File: src/rtl/intctrl_if.sv
`default_nettype none
// ============================================================================
//  Module      : if_wb
//  Description : 32-bit Wishbone classic bundle used on the I/O bus.
//                slave  : adr, dat_i, we, sel, cyc, stb in; dat_o, ack out
//                master : the mirror image
//  Revision    : 1.0  initial release
// ============================================================================
interface if_wb;
    logic [31:0] adr;
    logic [31:0] dat_i;
    logic [31:0] dat_o;
    logic        we;
    logic [3:0]  sel;
    logic        cyc;
    logic        stb;
    logic        ack;

    modport slave  (input adr, dat_i, we, sel, cyc, stb, output dat_o, ack);
    modport master (output adr, dat_i, we, sel, cyc, stb, input dat_o, ack);
endinterface
`default_nettype wire

File: src/rtl/intctrl.sv
`default_nettype none
// ============================================================================
//  Module      : intctrl
//  Description : Interrupt controller for the bexkat2 CPU. Latches requests
//                from the MMU, timer and UART into a pending register, masks
//                them, and presents the lowest-index request as an encoded
//                vector with a hold-until-taken handshake.
//  Ports       : clk_i, rst_i     clock / synchronous active-high reset
//                bus              Wishbone slave (PENDING, MASK, VECTOR, FORCE)
//                mmu              source 0
//                timer_in[3:0]    sources 1-4
//                serial0_in[1:0]  sources 5-6
//                enabled          CPU interrupt-enable state
//                cpu_exception    0 = none, else source index + 1
//  Revision    : 1.0  initial release
// ============================================================================
module intctrl #(
    parameter logic [7:0] EDGE     = 8'h7F,
    parameter bit         FORCE_EN = 1'b1
) (
    input  logic       clk_i,
    input  logic       rst_i,
    if_wb.slave        bus,
    input  logic       mmu,
    input  logic [3:0] timer_in,
    input  logic [1:0] serial0_in,
    input  logic       enabled,
    output logic [3:0] cpu_exception
);

    typedef enum logic [1:0] {
        ST_IDLE    = 2'd0,
        ST_PRESENT = 2'd1,
        ST_WAIT    = 2'd2
    } state_t;

    localparam logic [1:0] C_REG_PENDING = 2'd0;
    localparam logic [1:0] C_REG_MASK    = 2'd1;
    localparam logic [1:0] C_REG_VECTOR  = 2'd2;
    localparam logic [1:0] C_REG_FORCE   = 2'd3;

    // Registered state
    state_t      state_q,   state_d;
    logic [7:0]  pending_q, pending_d;
    logic [7:0]  mask_q,    mask_d;
    logic [7:0]  prev_q,    prev_d;
    logic [2:0]  idx_q,     idx_d;
    logic [3:0]  exc_q,     exc_d;
    logic        ack_q,     ack_d;
    logic [31:0] dat_o_q,   dat_o_d;

    // Combinational helpers
    logic [7:0]  w_src;
    logic        w_acc;
    logic        w_wr;
    logic [1:0]  w_reg;
    logic [7:0]  w_req;
    logic        w_hit;
    logic [2:0]  w_idx;
    logic [7:0]  w_set;
    logic [7:0]  w_force;
    logic [7:0]  w_clr;
    logic        w_unused_bits;

    // Address/data bits that do not decode to anything.
    assign w_unused_bits = ^{bus.adr[31:4], bus.adr[1:0], bus.sel[3:1], bus.dat_i[31:8]};

    always_comb begin
        w_src = {1'b0, serial0_in, timer_in, mmu};
        prev_d = w_src;

        // A new access is the one cycle in which ack is about to rise; all
        // register side effects and read data capture happen then.
        w_acc = bus.cyc & bus.stb & ~ack_q;
        w_wr  = w_acc & bus.we & bus.sel[0];
        w_reg = bus.adr[3:2];
        ack_d = w_acc;

        // Lowest set request index wins.
        w_req = pending_q & mask_q;
        w_hit = 1'b0;
        w_idx = 3'd0;
        for (int i = 7; i >= 0; i--) begin
            if (w_req[i]) begin
                w_hit = 1'b1;
                w_idx = i[2:0];
            end
        end

        // Per-source sense: edge bits fire once per rising edge, level bits
        // re-assert every cycle the input is high (so clears cannot stick).
        w_set   = (w_src & ~prev_q & EDGE) | (w_src & ~EDGE);
        w_force = (w_wr && (w_reg == C_REG_FORCE) && FORCE_EN) ? bus.dat_i[7:0] : 8'h00;
        w_clr   = (w_wr && (w_reg == C_REG_PENDING)) ? bus.dat_i[7:0] : 8'h00;
        if ((state_q == ST_PRESENT) && !enabled) begin
            w_clr = w_clr | (8'h01 << idx_q);
        end

        // Sets are applied after clears so a same-cycle set wins.
        // Source 7 has no input and is never allowed to pend.
        pending_d = ((pending_q & ~w_clr) | w_set | w_force) & 8'h7F;

        mask_d = (w_wr && (w_reg == C_REG_MASK)) ? bus.dat_i[7:0] : mask_q;

        dat_o_d = dat_o_q;
        if (w_acc) begin
            case (w_reg)
                C_REG_PENDING: dat_o_d = {24'd0, pending_q};
                C_REG_MASK:    dat_o_d = {24'd0, mask_q};
                C_REG_VECTOR:  dat_o_d = {28'd0, exc_q};
                default:       dat_o_d = 32'd0;
            endcase
        end

        // CPU handshake
        state_d = state_q;
        idx_d   = idx_q;
        exc_d   = exc_q;
        case (state_q)
            ST_IDLE: begin
                exc_d = 4'd0;
                if (enabled && w_hit) begin
                    idx_d   = w_idx;
                    exc_d   = {1'b0, w_idx} + 4'd1;
                    state_d = ST_PRESENT;
                end
            end
            ST_PRESENT: begin
                // Vector is frozen until the CPU drops enabled to take it.
                if (!enabled) begin
                    exc_d   = 4'd0;
                    state_d = ST_WAIT;
                end
            end
            ST_WAIT: begin
                exc_d = 4'd0;
                if (enabled) begin
                    state_d = ST_IDLE;
                end
            end
            default: begin
                exc_d   = 4'd0;
                state_d = ST_IDLE;
            end
        endcase
    end

    always_ff @(posedge clk_i) begin
        if (rst_i) begin
            state_q   <= ST_IDLE;
            pending_q <= 8'h00;
            mask_q    <= 8'h00;
            prev_q    <= 8'h00;
            idx_q     <= 3'd0;
            exc_q     <= 4'd0;
            ack_q     <= 1'b0;
            dat_o_q   <= 32'd0;
        end else begin
            state_q   <= state_d;
            pending_q <= pending_d;
            mask_q    <= mask_d;
            prev_q    <= prev_d;
            idx_q     <= idx_d;
            exc_q     <= exc_d;
            ack_q     <= ack_d;
            dat_o_q   <= dat_o_d;
        end
    end

    assign bus.ack       = ack_q;
    assign bus.dat_o     = dat_o_q;
    assign cpu_exception = exc_q;

endmodule
`default_nettype wire

File: src/flat_wrapper.sv
// flat-port wrapper written by rule: the top's interface ports become plain ports
module intctrl_flat 
#(
    parameter logic [7:0] EDGE     = 8'h7F,
    parameter bit         FORCE_EN = 1'b1
)
  (clk_i, rst_i, mmu, timer_in, serial0_in, enabled, cpu_exception, bus_adr, bus_dat_i, bus_we, bus_sel, bus_cyc, bus_stb, bus_dat_o, bus_ack);
  if_wb bus_i ();
  input  logic clk_i;
  input  logic rst_i;
  input  logic mmu;
  input  logic [3:0] timer_in;
  input  logic [1:0] serial0_in;
  input  logic enabled;
  output logic [3:0] cpu_exception;
  input wire logic [$bits(bus_i.adr)-1:0] bus_adr;
  input wire logic [$bits(bus_i.dat_i)-1:0] bus_dat_i;
  input wire logic [$bits(bus_i.we)-1:0] bus_we;
  input wire logic [$bits(bus_i.sel)-1:0] bus_sel;
  input wire logic [$bits(bus_i.cyc)-1:0] bus_cyc;
  input wire logic [$bits(bus_i.stb)-1:0] bus_stb;
  output wire logic [$bits(bus_i.dat_o)-1:0] bus_dat_o;
  output wire logic [$bits(bus_i.ack)-1:0] bus_ack;
  assign bus_i.adr = bus_adr;
  assign bus_i.dat_i = bus_dat_i;
  assign bus_i.we = bus_we;
  assign bus_i.sel = bus_sel;
  assign bus_i.cyc = bus_cyc;
  assign bus_i.stb = bus_stb;
  assign bus_dat_o = bus_i.dat_o;
  assign bus_ack = bus_i.ack;
  intctrl #(.EDGE(EDGE), .FORCE_EN(FORCE_EN)) u_core (.clk_i(clk_i), .rst_i(rst_i), .bus(bus_i), .mmu(mmu), .timer_in(timer_in), .serial0_in(serial0_in), .enabled(enabled), .cpu_exception(cpu_exception));
endmodule
File: config.mk
export PLATFORM = sky130hd
export DESIGN_NAME = intctrl_flat
export DESIGN_NICKNAME = d
export VERILOG_FILES = /design/src/rtl/intctrl_if.sv /design/src/rtl/intctrl.sv /design/src/flat_wrapper.sv
export SDC_FILE = /design/constraint.sdc
export NUM_CORES = 1
export LEC_CHECK = 0
export CORE_MARGIN = 4
export CORE_UTILIZATION = 38
export DETAILED_ROUTE_END_ITERATION = 8
export GPL_TIMING_DRIVEN = 0
export PLACE_DENSITY = 0.81
export SYNTH_ARGS = -nofsm -noshare
export SYNTH_HDL_FRONTEND = slang
export SYNTH_SLANG_ARGS = --single-unit
export TNS_END_PERCENT = 5
File: constraint.sdc
create_clock -name clk_i -period 1.9 [get_ports clk_i]
set_input_delay 0.38 -clock clk_i [delete_from_list [all_inputs] [get_ports clk_i]]
set_output_delay 0.38 -clock clk_i [all_outputs]
set_load 0.005 [all_outputs]
* Yosys cells after proc, flatten, opt, wreduce, memory -nomap -nowiden
Cells that the tools add are included.
** Storage, ports and cells
- Input bits :: 81
- Flip-flop bits (word level) :: 64
- Logic and storage cells :: 68
** Operators by class
- Reductions and logical operators :: 10
- Add/subtract/negate cells :: 1
- Equal/unequal tests :: 8
- Bitwise operators :: 13
- Shift operators :: 1
- Mux-type cells :: 27
** Operators by type and width (count)
- $mux 3 :: 8
- $pmux 8 s3 :: 1
- $mux 7 :: 3
- $or 7x7->7 :: 3
- $and 7x7->7 :: 2
- $not 7->7 :: 2
- $and 7x8->8 :: 1
- $mux 1 :: 8
- $mux 4 :: 2
- $pmux 4 s2 :: 1
- $shl 1x3->7 const A :: 1
- $eq 2x2->1 const B :: 3
- $mux 2 :: 3
- $pmux 2 s3 :: 1
- $logic_and 1x1->1 :: 5
- $add 3x1->4 const B :: 1
- $and 1x1->1 :: 4
- $eq 2x1->1 const B :: 2
- $logic_not 2->1 :: 2
- $ne 2x2->1 const B :: 2
- $reduce_and 3->1 :: 1
- $ne 2x1->1 const B :: 1
- $reduce_and 2->1 :: 1
- $logic_not 1->1 :: 1
- $not 1->1 :: 1

* Depth between registers and ports, before layout
Gate-level depths: netlist of the first run.
- Word-level depth :: 12
- Depth in mapped cells :: 7
- Depth with buffers taken out :: 7

* Worst setup path before layout of the first run
Ideal clock, no wire load.
- Path kind :: flip-flop to flip-flop
- From :: reg u_core.state_q[1]
- To :: reg u_core.pending_q[0]
- Buffers on the path :: 0
- Cell stages (with the launch flop) :: 5
- Clock period less this slack :: 1.499 ns
- Slack :: 0.401 ns
- Arrival time :: 1.366 ns
- Path through :: dfxtp_1 -> or4b_2 -> o31ai_1 -> a21o_1 -> a21oi_1
** On the way
- Longest elaborated chain between the ends :: 7
** RTL lines
- start, declared :: RTL line intctrl.sv:43 : state_t state_q, state_d;
- start signal, assigned :: RTL line intctrl.sv:159 : state_q <= state_d;
- $eq 2x1->1 :: RTL line intctrl.sv:95 : if ((state_q == ST_PRESENT) && !enabled) begin
- $logic_and 1x1->1 :: RTL line intctrl.sv:95
- $mux 7 :: RTL line intctrl.sv:95
- $not 7->7 :: RTL line intctrl.sv:101 : pending_d = ((pending_q & ~w_clr) | w_set | w_force) & 8'h7F;
- $and 7x7->7 :: RTL line intctrl.sv:101
- $or 7x7->7 (2 in series) :: RTL line intctrl.sv:101
- end signal, assigned :: RTL line intctrl.sv:160 : pending_q <= pending_d;
- end, declared :: RTL line intctrl.sv:44 : logic [7:0] pending_q, pending_d;
No other way between the ends.
A chain may end at the register's enable or synchronous reset.

* Worst setup path after layout of the first run
- From :: in enabled
- To :: reg u_core.idx_q[0]
** On the way
- Longest elaborated chain between the ends :: 2
** RTL lines
- start, declared :: RTL line flat_wrapper.sv:14 : input logic enabled;
- $logic_and 1x1->1 :: RTL line intctrl.sv:122 : if (enabled && w_hit) begin
- $reduce_and 2->1 (no source line)
- end signal, assigned :: RTL line intctrl.sv:163 : idx_q <= idx_d;
- end, declared :: RTL line intctrl.sv:47 : logic [2:0] idx_q, idx_d;
No other way between the ends.

==> results.yml, run 1 <==
power_and_ir_drop:
  pwr-share-comb: 0.139
  power_report.internal_total_uw: 1290
  report.power.total_uw: 1700
  total_switching_power_uw: 416
  power_frac_seq: 0.520
  power.ir.vdd_worst_mv: 0.343
  cellLeakagePower_uw: 0.00107
  p_sw_frac: 0.244
  clock_power_share: 0.341
  power.density_nw_per_um2: 647
worst_setup_path:
  timing_worst_setup_path_type: "input pin to register"
  critPathMaxFanout: 6
  endpoint_kind: "register"
  timing.critical_path.required_ns: 2.10
  critical_path.startpoint_type: "input pin"
  critical_path_arrival_ns: 2.03
cells_and_area:
  flow.area_growth_from_synthesis_pct: 33.0
  antenna-diode-count: 0
  postLayoutCellArea_um2: 2640
  post_route_cells_drive_above_1_share: 0.150
  num-fill-cells: 504
  finish.net_count: 374
  instances_no_fill: 363
floorplan:
  rows: 26
  die_width_um: 80.2
  design.core.area_um2: 5070
  floorplan.die_area_um2: 6440
  ioPinCount: 118
  die_height_um: 80.2
  starting_utilization_of_the_core_area: 0.391
timing:
  period_share: 0.967
  setup_total_negative_slack_ns: 0
  slew-limit-headroom: 0.534
  worst-slew-pin-transition_ns: 0.694
  finalWorstSetupSlack_ns: 0.0622
  min_period_ns: 1.84
  clock.fmax_mhz: 544
  rsz0062_at_grt: "true"
  setup_viol: 0
  timing.final.hold_violations: 0
  maxSlewViolCount: 0
  clock-skew-final_ns: 0.00732
synthesis:
  yosys_register_bits: 40
  yosys.cell_types.count: 41
  ys_warn_count: 0
  post_synthesis_cell_count: 225
  postSynthAreaPerCell_um2: 8.81
  synth_area_um2: 1980
  synth.yosys.seq_area_share: 0.404
clocking:
  worstSkewPairLatency_ns: 0.30
  cts_root_buf: "sky130_fd_sc_hd__clkbuf_8"
  worst_setup_hold_path_clk_slew_ns: 0.08
  h-tree-depth: 2
  clock-sinks: 40
  tritoncts: "yes"
  numCtsBuffers: 5
  clock_path_buffers: 2
  cts_hold_buffers: 0
route:
  drt_wl_cell_um: 12.0
  avgViaCountPerCell: 4.61
  number_of_design_rule_violations_left_by_the_first_detailed_router_iteration: 99
  drt-total-wl_um: 4350
  route.vias.total: 1674
  drt_pre_antenna_iters: 4
  drt.antenna.violating_nets: 0
  drt_drc_violations_left: 0
placed_design:
  numPlacedInstances: 354
  pre_cts_slack_ns: -0.269
  placed_area_um2: 2520
  detailedPlacementHpwl_um: 3420
  finalWeightedCongestion: 0.859
  portBuffers: 36
global_route:
  grt_pass1_vias: 1529
  globalRouteTotalUtil: 0.139
  grt_first_pass_wirelength_um: 7050
  overflow: 0
  grt_antenna_before_repair: 0
  grt_max_degree: 13
min_path:
  hp-class: "register to register"
run_status:
  status: "finished clean"
run:
  cap_violations: 0
-- per-layer routing --
metal  track usage  vias up  part of all wire
met5             0        -                 0
met1         0.179      734              0.45
met3        0.0415        7             0.091
met2         0.219       59              0.45
met4        0.0473        0            0.0097
li1              -      874                 -
-- power groups by stage --
stage / Sequential [uW] / Clock (uW) / Combinational, uW
after floorplan: 901 / 0 / 140
after global placement: 904 / 0 / 228
after detailed placement: 906 / 0 / 233
after CTS: 886 / 600 / 233
after global routing: 891 / 629 / 264
final: 887 / 582 / 236
-- worst paths after layout --
check / start / endpoint / slack (ns) / cells after the start
hold / removal: u_core.bus.dat_o[7] / u_core.bus.dat_o[7] / 0.47 / 2
setup reg to reg: u_core.pending_q[1] / u_core.cpu_exception[2] / 0.23 / 7
hold reg to reg: u_core.bus.dat_o[7] / u_core.bus.dat_o[7] / 0.47 / 2
setup / recovery: enabled / u_core.idx_q[0] / 0.06 / 5
-- final cells by class --
cell class,count,area [um2],area share
buffer,31,208,0.0788
timing repair buffer,37,380,0.144
clock buffer,6,82.6,0.0313
inverter,2,7.51,0.00285
multi-input combinational,175,1060,0.402
clock inverter,2,10.0,0.00380
sequential,40,801,0.304
tap,70,87.6,0.0332
-- kinds of logic (layout without fill, tap and decap cells) --
family	count (synthesis)	after routing	synth area share
buffers and inverters	33	78	0.109
and+or+nand+nor	81	81	0.227
xor gates and xnor gates	1	1	0.00442
muxes	16	16	0.0808
AOI/OAI and AO/OA	52	52	0.167
other	1	24	0.00189
DFF	40	40	0.404
adders and majority gates	1	1	0.00631
-- worst max-delay path, stage by stage --
cell and delay, ns:
sky130_fd_sc_hd__clkdlybuf4s50_1 0.56, sky130_fd_sc_hd__or3b_4 0.44, sky130_fd_sc_hd__a31o_2 0.27, sky130_fd_sc_hd__and3_1 0.18, sky130_fd_sc_hd__a31o_2 0.21
-- placed cells by master, fill, tap and decap left out, types with 2 or more instances in the layout --
cell                              Yosys  final
sky130_fd_sc_hd__a31oi_1              2      2
sky130_fd_sc_hd__a22oi_1              2      2
sky130_fd_sc_hd__o21ai_0              5      5
sky130_fd_sc_hd__o31ai_1              4      4
sky130_fd_sc_hd__clkinv_2             0      2
sky130_fd_sc_hd__buf_1                2      2
sky130_fd_sc_hd__clkdlybuf4s50_1      0     36
sky130_fd_sc_hd__a21oi_1             22     22
sky130_fd_sc_hd__a211oi_1             4      4
sky130_fd_sc_hd__buf_4               24     24
sky130_fd_sc_hd__dfxtp_1             40     40
sky130_fd_sc_hd__a31o_2               2      2
sky130_fd_sc_hd__nor2b_1             15     15
sky130_fd_sc_hd__nand2_1             16     16
sky130_fd_sc_hd__mux2i_1             16     16
sky130_fd_sc_hd__nand2b_1             2      2
sky130_fd_sc_hd__clkbuf_8             0      6
sky130_fd_sc_hd__nor3_1               9      9
sky130_fd_sc_hd__nand4b_1             2      2
sky130_fd_sc_hd__clkbuf_1             4      4
sky130_fd_sc_hd__conb_1               1     24
sky130_fd_sc_hd__a21o_1               7      7
sky130_fd_sc_hd__nor2_1              25     25
-- per-stage QoR --
stage           util  hold WS [ns]
6_report       0.519         0.467
5_1_grt        0.519         0.490
4_1_cts        0.514         0.465
3_5_place_dp   0.496         0.453
3_3_place_gp   0.496         0.443
2_1_floorplan      -         0.448
-- cell usage after synthesis, drive strengths merged --
library cell | instances | area share
a21o | 7 | 0.027
a222oi | 1 | 0.0051
a31oi | 2 | 0.0063
or3b | 1 | 0.0057
nand4bb | 1 | 0.0057
nand3b | 2 | 0.014
a22oi | 2 | 0.0076
a211oi | 4 | 0.015
nor3 | 10 | 0.028
clkbuf | 4 | 0.0076
ha | 1 | 0.0063
a211o | 1 | 0.0044
a32o | 1 | 0.0051
nand2 | 16 | 0.030
o31ai | 4 | 0.015
nand4 | 1 | 0.0032
o21ai | 5 | 0.013
inv | 2 | 0.0038
nor2b | 15 | 0.047
conb | 1 | 0.0019
a31o | 2 | 0.0088
nor2 | 25 | 0.047
buf | 27 | 0.097
or4b | 1 | 0.0051
dfxtp | 40 | 0.40
a21oi | 23 | 0.060
nor4 | 2 | 0.017
xnor2 | 1 | 0.0044
and2 | 1 | 0.0032
nand2b | 2 | 0.0063
mux2i | 16 | 0.081
and3 | 1 | 0.0032
nand4b | 2 | 0.0088
nand3 | 1 | 0.0025
-- state kept, by name, indices dropped and copies added (netlist names) --
register and flops:
u_core.bus.ack 1, u_core.bus.dat_o 8, u_core.cpu_exception 4, u_core.idx_q 3, u_core.mask_q 8, u_core.pending_q 7, u_core.prev_q 7, u_core.state_q 2
-- what timing repair did --
item	in CTS	in global routing
endpoints found under the setup margin	0	14
resized for setup	0	1
buffers inserted	0	1
(Power assumes the default switching activity.)
==> run 2: changes to the inputs <==
--- a/config.mk
+++ b/config.mk
@@ -10,6 +10,7 @@
 export DETAILED_ROUTE_END_ITERATION = 8
 export GPL_TIMING_DRIVEN = 0
 export PLACE_DENSITY = 0.81
+export SLEW_MARGIN = 5
 export SYNTH_ARGS = -nofsm -noshare
 export SYNTH_HDL_FRONTEND = slang
 export SYNTH_SLANG_ARGS = --single-unit
==> results of run 2 <==
The final DEF is identical to that of run 1; final timing and power are the same.
